`src/rtl/fifo_arb_pkg.sv`:
```
// Shared arbitration types and the round-robin search helper.
//   arb_state_t : arbiter FSM states (IDLE, GRANT)
//   rr_pick()   : first asserted request at or above ptr, wrapping modulo num
package fifo_arb_pkg;

   typedef enum logic {IDLE, GRANT} arb_state_t;

   // The helper is sized for the widest arbiter that uses it; narrower callers zero-extend.
   localparam int unsigned RR_MAX_REQ = 8;
   localparam int unsigned RR_IDX_W   = 3;

   typedef struct packed {
      logic                found;
      logic [RR_IDX_W-1:0] idx;
   } rr_pick_t;

   // ptr must be < num. The candidate index is wrapped with a subtract, not a modulo,
   // so a non-power-of-2 requester count needs no divider.
   function automatic rr_pick_t rr_pick(input logic [RR_MAX_REQ-1:0] valid,
                                        input logic [RR_IDX_W-1:0]   ptr,
                                        input logic [RR_IDX_W:0]     num);
      rr_pick_t            res;
      logic [RR_IDX_W:0]   cand;
      res = '0;
      for (int k = 0; k < RR_MAX_REQ; k++) begin
         cand = {1'b0, ptr} + (RR_IDX_W + 1)'(k);
         if (cand >= num) begin
            cand = cand - num;
         end
         if (((RR_IDX_W + 1)'(k) < num) && !res.found && valid[cand[RR_IDX_W-1:0]]) begin
            res.found = 1'b1;
            res.idx   = cand[RR_IDX_W-1:0];
         end
      end
      return res;
   endfunction

endpackage

```
`src/rtl/rr_priority_picker.sv`:
```
// Combinational round-robin picker.
//   valid_i  : request vector
//   ptr_i    : index with highest priority this round
//   onehot_o : selected request as a one-hot vector
//   index_o  : selected request index
//   any_o    : at least one request is asserted
module rr_priority_picker
   import fifo_arb_pkg::*;
#(
   parameter int unsigned NUM_REQ = 4,
   localparam int unsigned IDX_W  = (NUM_REQ > 1) ? $clog2(NUM_REQ) : 1
) (
   input  logic [NUM_REQ-1:0] valid_i,
   input  logic [IDX_W-1:0]   ptr_i,
   output logic [NUM_REQ-1:0] onehot_o,
   output logic [IDX_W-1:0]   index_o,
   output logic               any_o
);

   logic [RR_MAX_REQ-1:0] valid_ext;
   rr_pick_t              pick;
   logic                  unused_idx_hi;

   always_comb begin
      valid_ext                = '0;
      valid_ext[NUM_REQ-1:0]   = valid_i;
      pick                     = rr_pick(valid_ext, RR_IDX_W'(ptr_i), (RR_IDX_W + 1)'(NUM_REQ));
      any_o                    = pick.found;
      index_o                  = pick.idx[IDX_W-1:0];
      onehot_o                 = '0;
      for (int i = 0; i < NUM_REQ; i++) begin
         onehot_o[i] = pick.found && (pick.idx == RR_IDX_W'(i));
      end
   end

   assign unused_idx_hi = ^pick.idx;

endmodule

```
`src/rtl/fifo_rr_write_arbiter.sv`:
```
// Round-robin arbiter sharing one sync FIFO write port between NUM_REQ packet sources.
// A grant is held until the owner's last word, or until MAX_BURST words (0 = no cap).
//   clk, rst_n            : clock, synchronous active-low reset
//   req_valid/last/data   : per-requester word stream (requester i at [i*DW +: DW])
//   req_ready             : word accepted when valid & ready on the same edge
//   fifo_full             : FIFO full flag
//   fifo_w_en, fifo_data  : FIFO write port
//   grant_id              : current / last owner
//   busy                  : a grant is active
//   burst_cut             : sticky, a grant was force-released by the burst cap
module fifo_rr_write_arbiter
   import fifo_arb_pkg::*;
#(
   parameter int unsigned NUM_REQ    = 4,
   parameter int unsigned DATA_WIDTH = 16,
   parameter int unsigned MAX_BURST  = 64,
   localparam int unsigned IDX_W     = $clog2(NUM_REQ),
   localparam int unsigned CNT_W     = (MAX_BURST > 0) ? $clog2(MAX_BURST + 1) : 1
) (
   input  logic                          clk,
   input  logic                          rst_n,
   input  logic [NUM_REQ-1:0]            req_valid,
   input  logic [NUM_REQ-1:0]            req_last,
   input  logic [NUM_REQ*DATA_WIDTH-1:0] req_data,
   output logic [NUM_REQ-1:0]            req_ready,
   input  logic                          fifo_full,
   output logic                          fifo_w_en,
   output logic [DATA_WIDTH-1:0]         fifo_data,
   output logic [IDX_W-1:0]              grant_id,
   output logic                          busy,
   output logic                          burst_cut
);

   localparam logic [IDX_W-1:0] LAST_IDX = IDX_W'(NUM_REQ - 1);
   localparam logic [CNT_W-1:0] CAP_LAST = (MAX_BURST > 0) ? CNT_W'(MAX_BURST - 1) : '0;
   localparam bit               CAP_EN   = (MAX_BURST > 0);

   arb_state_t       state_q, state_d;
   logic [IDX_W-1:0] rr_ptr_q, rr_ptr_d;
   logic [IDX_W-1:0] grant_id_q, grant_id_d;
   logic [CNT_W-1:0] burst_cnt_q, burst_cnt_d;
   logic             burst_cut_q, burst_cut_d;
   logic             busy_q, busy_d;

   logic [NUM_REQ-1:0] pick_onehot;
   logic [IDX_W-1:0]   pick_idx;
   logic               pick_any;
   logic               unused_onehot;

   logic accept;
   logic own_last;
   logic cap_hit;

   rr_priority_picker #(
      .NUM_REQ (NUM_REQ)
   ) u_picker (
      .valid_i  (req_valid),
      .ptr_i    (rr_ptr_q),
      .onehot_o (pick_onehot),
      .index_o  (pick_idx),
      .any_o    (pick_any)
   );

   assign unused_onehot = ^pick_onehot;

   // Owner-to-FIFO path is purely combinational so a granted word costs no extra cycle.
   always_comb begin
      req_ready = '0;
      fifo_w_en = 1'b0;
      fifo_data = req_data[grant_id_q*DATA_WIDTH +: DATA_WIDTH];
      if (state_q == GRANT) begin
         req_ready[grant_id_q] = !fifo_full;
         fifo_w_en             = req_valid[grant_id_q] & !fifo_full;
      end
   end

   assign accept   = fifo_w_en;
   assign own_last = req_last[grant_id_q];
   // This accepted word brings the count to MAX_BURST.
   assign cap_hit  = CAP_EN && (burst_cnt_q == CAP_LAST);

   always_comb begin
      state_d     = state_q;
      rr_ptr_d    = rr_ptr_q;
      grant_id_d  = grant_id_q;
      burst_cnt_d = burst_cnt_q;
      burst_cut_d = burst_cut_q;
      unique case (state_q)
         IDLE: begin
            if (pick_any) begin
               grant_id_d  = pick_idx;
               burst_cnt_d = '0;
               state_d     = GRANT;
            end
         end
         GRANT: begin
            if (accept) begin
               burst_cnt_d = burst_cnt_q + 1'b1;
               if (own_last || cap_hit) begin
                  state_d  = IDLE;
                  rr_ptr_d = (grant_id_q == LAST_IDX) ? '0 : grant_id_q + 1'b1;
                  // A last word landing exactly on the cap is a normal release.
                  if (!own_last) begin
                     burst_cut_d = 1'b1;
                  end
               end
            end
         end
         default: state_d = IDLE;
      endcase
      busy_d = (state_d == GRANT);
   end

   always_ff @(posedge clk) begin
      if (!rst_n) begin
         state_q     <= IDLE;
         rr_ptr_q    <= '0;
         grant_id_q  <= '0;
         burst_cnt_q <= '0;
         burst_cut_q <= 1'b0;
         busy_q      <= 1'b0;
      end else begin
         state_q     <= state_d;
         rr_ptr_q    <= rr_ptr_d;
         grant_id_q  <= grant_id_d;
         burst_cnt_q <= burst_cnt_d;
         burst_cut_q <= burst_cut_d;
         busy_q      <= busy_d;
      end
   end

   assign grant_id  = grant_id_q;
   assign busy      = busy_q;
   assign burst_cut = burst_cut_q;

endmodule

```
`config.mk`:
```
export PLATFORM = sky130hd
export DESIGN_NAME = fifo_rr_write_arbiter
export DESIGN_NICKNAME = d
export VERILOG_FILES = /design/src/rtl/fifo_arb_pkg.sv /design/src/rtl/rr_priority_picker.sv /design/src/rtl/fifo_rr_write_arbiter.sv
export SDC_FILE = /design/constraint.sdc
export NUM_CORES = 1
export LEC_CHECK = 0
export CAP_MARGIN = 20
export CORE_MARGIN = 2
export CORE_UTILIZATION = 30
export CTS_CLUSTER_DIAMETER = 150
export CTS_CLUSTER_SIZE = 8
export DETAILED_ROUTE_END_ITERATION = 12
export PLACE_DENSITY_LB_ADDON = 0.05
export SYNTH_ARGS = -nofsm -noshare
export SYNTH_HDL_FRONTEND = slang
export SYNTH_SLANG_ARGS = --single-unit
```
`constraint.sdc`:
```
create_clock -name clk -period 2.7 [get_ports clk]
set_clock_uncertainty 0.2 [all_clocks]
set_input_delay 0.54 -clock clk [delete_from_list [all_inputs] [get_ports clk]]
set_output_delay 0.54 -clock clk [all_outputs]
set_load 0.01 [all_outputs]
```
# Word-level counts from Yosys, hierarchy flattened
# Index checks and enable logic that the tools add are counted.
# op_classes
reduce_logical,13
n_mux,32
shift,1
mul,0
add_sub_neg,9
div_mod_pow,0
n_lt_le_gt_ge,10
bitwise,4
n_eq_ne,4
# op_table
operator,count
variable part select 64 x 7 -> 16 bit,1
2-to-1 mux 4 bit,5
less-than comparator 3 x 4 -> 1 bit (second input constant),4
2-to-1 mux 7 bit,2
case mux 7 bit (2 select lines),1
binary-select mux 1 bit (select 3 bit),4
greater-or-equal comparator 4 x 3 -> 1 bit (second input constant),3
2-to-1 mux 3 bit,4
2-to-1 mux 1 bit,11
subtractor 3 bit (second input constant),3
adder 7 x 1 -> 7 bit (second input constant),1
equality test 7 x 6 -> 1 bit (second input constant),1
adder 2 x 2 -> 3 bit (second input constant),2
bitwise AND 4 bit,1
binary-select mux 1 bit (select 2 bit),2
logical AND 1 bit,4
logical NOT 1 bit,4
AND reduction 2 bit,2
AND reduction 4 bit,1
adder 2 x 1 -> 3 bit (second input constant),1
greater-or-equal comparator 2 x 3 -> 1 bit (second input constant),1
less-than comparator 2 x 3 -> 1 bit (second input constant),1
AND reduction 3 bit,1
subtractor 2 x 3 -> 3 bit (second input constant),1
other kinds (11),12
# totals
ram_bits,0
latch_bits,0
in_bits,75
romBits,0
memories,0
elab_cells,78
ff_bits,13
output_inout_bits,25

# Logic depth before layout (Yosys ltp)
# depth
ltp_word,16
depth_mapped,6
ltp_nobuf,5

# By module
# A second synthesis with hierarchy kept.
# hier_totals
cells_unflattened,186
hier_area_um2,1679.1
# by_module_without_submodules
mod,instances,cells_each,seq_area_each_um2,area_per_inst_um2
fifo_rr_write_arbiter,1,108,260.2,1128.6
rr_priority_picker,1,78,0.0,550.5

# Worst setup path before layout
# Ideal clock, no wire load.
# synth_path
kind,register -> output
from,"register grant_id_q[0], in the netlist grant_id[0]"
to,output port fifo_data[0]
t_required_ps,1960
n_path_buf,2
stages_incl_launch_ff,4
arrival_time_ps,1800
slack_ps,160
cell_sequence,dfxtp_1 dlygate4sd1_1 buf_6 mux4_2
# synth_via
elab_chain_len,1
# synth_lines
item,line,source
start: declaration,fifo_rr_write_arbiter.sv:40,"logic [IDX_W-1:0] grant_id_q, grant_id_d;"
start signal: assignment,fifo_rr_write_arbiter.sv:125,grant_id_q <= grant_id_d;
variable part select 64 x 7 -> 16 bit,fifo_rr_write_arbiter.sv:70,fifo_data = req_data[grant_id_q*DATA_WIDTH +: DATA_WIDTH];
end: declaration,fifo_rr_write_arbiter.sv:28,"output logic [DATA_WIDTH-1:0] fifo_data,"
# No other way between the ends.

# Worst setup path in the final report
# layout_path
from,input port req_data[35]
to,output port fifo_data[3]
# layout_via
elab_chain_len,1
# layout_lines
item,line,source
start: declaration,fifo_rr_write_arbiter.sv:24,"input logic [NUM_REQ*DATA_WIDTH-1:0] req_data,"
variable part select 64 x 7 -> 16 bit,fifo_rr_write_arbiter.sv:70,
# No other way between the ends.

==> impl_results.md <==
* Status: finished, final reports clean
* Sequential fraction of the synthesis area at 22.4%
* Largest cells by area after synthesis: mux4_2, dfxtp_1, ha_1
* Share of layout cells above drive strength 1 at 16.8%
* Clk pwr share at 24.6%
* Reg2reg setup slack at 0.59 ns
* Number of global-route vias before repair at 1318
* RePlAce Congestion at 0.806
* Placed cell area at 2270 um2
* Setup-failing EPs final at 0
* Post-Syn Nets at 191
* Sequential cell area at 260 um2
* Dpl ws at -0.139 ns
* Die area at 4380 um2
* Int Power at 0.516 mW
* Routed Antenna Nets at 0
* Clock latency at the later pin of the worst-skew pair at 0.24 ns
* Antenna diodes at 0
* I/O pin count at 100
* Initial antenna violation count at 0
* Nets at 301
* Max transition margin at 69.6%
* WP data arrival at 1.91 ns
* Cts bufs inserted at 3
* Die X at 66.2 um
* Sw frac at 25.0%
* Die height at 66.2 um
* Final WL at 4280 um
* Crit. End Element: output pin
* #FFs+latches synth at 13
* Slew Viols, Final at 0
* Comb pwr share at 45.9%
* Post-Syn Instances at 111
* Final hold violations at 0
* Leak at 0.923 nW
* Final HPWL DP at 3530 um
* Cell taking the most area after synthesis: mux4_2
* I/O Buffers at 99
* Clock-pin slew on the worst setup and hold paths at 0.05 ns
* Maximum buffer depth of the clock tree at 2
* Min cycle time layout at 2.65 ns
* Cells after DPL at 264
* # fillers at 318
* Pre-antenna DRT Iters at 4
* Switch Pwr at 0.172 mW
* YS warnings at 0
* Area Overhead vs Synth at 100%
* Syn_area_per_cell at 10.5 um2
* Overflow after GRT at 0
* Max FO, Critical Path at 1
* Tot GR Track Use at 18.5%
* Largest net degree at the start of global routing at 18
* DR WL/cell at 16.0 um
* Fmax at 0.377 GHz
* Global-route wire length before repair at 6230 um
* Least-Margin Pin Slew at 0.453 ns
* Vias/cell at 5.03
* DRC at 0
* Post-route cell area at 2330 um2
* Multi-input logic area at 831 um2
* Initial drt markers at 40
* CP Class: in2out
* CTS tree: built
* Core region area at 3690 um2
* Vias at 1349
* Post-synth top area share at 34.9%
* H-tree Lvls at 1
* Rows at 22
* Req. time, crit path at 1.96 ns
* Initial Utilization at 31.5%
* Worst vdd ir at 0.366 mV
* Distinct cells, synth at 36
* Post-Syn Area at 1160 um2
* Period utilization at 98.2%
* Crit path launch type: input pin
* Sink Count at 13
* Setup TNS at 0 ns
* PwrDens at 296 nW/um2
* Clock root cell: clkbuf_8
* Unrepaired setup endpoints after global routing: no
* Final WS setup at 0.0482 ns
* Total of max-cap violations at 0
* Reg power frac at 29.5%
* Fin cells at 268
* Worst min path class: reg2reg
-- power by group through the flow --
stage / clock (mW) / sequential [mW] / combinational, mW
finish: 0.169 / 0.203 / 0.316
global route: 0.183 / 0.203 / 0.336
CTS: 0.174 / 0.203 / 0.319
detailed placement: 0 / 0.207 / 0.318
global placement: 0 / 0.206 / 0.310
floorplan: 0 / 0.208 / 0.116
-- worst paths after layout --
| path | to | depth (start not counted) | startpoint |
|---|---|---|---|
| worst max-delay path | fifo_data[3] | 3 | req_data[35] |
| worst min-delay path | burst_cut | 2 | burst_cut |
| worst max register to register | rr_ptr_q[0] | 5 | grant_id[0] |
| worst min register to register | burst_cut | 2 | burst_cut |
-- kinds of logic after synthesis --
family	share of synthesized area [%]
buf+inv	6.03
fa+ha+maj	5.39
mux	34.9
flops	22.4
compound gates	9.91
simple gates	17.6
xor+xnor	3.77
-- critical path, cell delays in order --
cell	delay [ns]
clkdlybuf4s50_1	0.41
mux4_2	0.47
clkdlybuf4s50_1	0.49
-- routing by layer --
layer | up-vias | track usage (%) | part of all wire (%)
li1 | 643 | - | -
met1 | 646 | 23.5 | 43
met2 | 56 | 32.3 | 49
met3 | 4 | 3.58 | 8.1
met4 | 0 | 4.08 | 0.47
met5 | - | 0 | 0
-- flip-flops by register name (all words and copies together) (netlist names) --
signal,cells
rr_ptr_q,2
burst_cnt_q,7
burst_cut,1
busy,1
grant_id,2
-- synthesized netlist by cell type, drive strengths merged --
library cell  instances
xor2                  4
and2                  5
o22ai                 1
buf                   4
inv                   7
o21ai                 3
nor2                  7
and3                  3
dlygate4sd1           1
or4                   1
dfxtp                13
clkbuf                1
nand2                 5
clkinv                1
xnor2                 1
nand2b                3
nand3b                1
o211ai                1
ha                    5
nor2b                 1
or2                   1
o41ai                 1
nand4                 3
a31oi                 1
nor4                  1
a2111o                1
mux4                 18
a21o                  2
a21oi                 9
nand3                 6
-- metrics by stage --
step	hold WS (ns)	util [%]	power, mW
after floorplan	0.269	-	0.323
after detailed placement	0.267	61.7	0.525
after global placement	0.246	61.7	0.516
final	0.266	63.1	0.688
after CTS	0.279	62.9	0.696
after global routing	0.300	63.1	0.722
-- area by class of cell --
type	instances	share of cell area, %
repair buffers	111	47.3
multi-input cells	84	35.7
flip-flops and latches	13	11.2
well taps	48	2.58
clock buffers	4	1.94
inverters	8	1.29
-- layout by cell type, fill, tap and decap left out --
| cell | n |
|---|---|
| a2111o_1 | 1 |
| a21o_1 | 2 |
| a21oi_1 | 9 |
| a31oi_1 | 1 |
| and2_1 | 5 |
| and3_1 | 3 |
| buf_12 | 1 |
| buf_4 | 11 |
| clkbuf_1 | 1 |
| clkbuf_8 | 3 |
| clkdlybuf4s50_1 | 95 |
| clkinv_1 | 1 |
| dfxtp_1 | 13 |
| dlygate4sd2_1 | 1 |
| dlymetal6s2s_1 | 3 |
| ha_1 | 5 |
| inv_1 | 4 |
| inv_2 | 3 |
| mux4_2 | 18 |
| nand2_1 | 4 |
| nand2_4 | 1 |
| nand2b_1 | 3 |
| nand3_1 | 6 |
| nand3b_1 | 1 |
| nand4_1 | 3 |
| nor2_1 | 7 |
| nor2b_1 | 1 |
| nor4_1 | 1 |
| o211ai_1 | 1 |
| o21ai_0 | 1 |
| o21ai_1 | 2 |
| o22ai_1 | 1 |
| o41ai_1 | 1 |
| or2_1 | 1 |
| or4_1 | 1 |
| xnor2_1 | 1 |
| xor2_1 | 4 |
-- repair_timing --
| item | CTS | global route |
|---|---|---|
| gates resized for setup | 1 | 3 |
| hold endpoints to repair | 0 | 0 |
| gates cloned | 0 | 0 |
| hold buffers | 0 | 0 |
| setup endpoints to repair | 1 | 3 |
| setup buffers | 0 | 0 |
No activity file was read; power rests on OpenSTA's default activity.
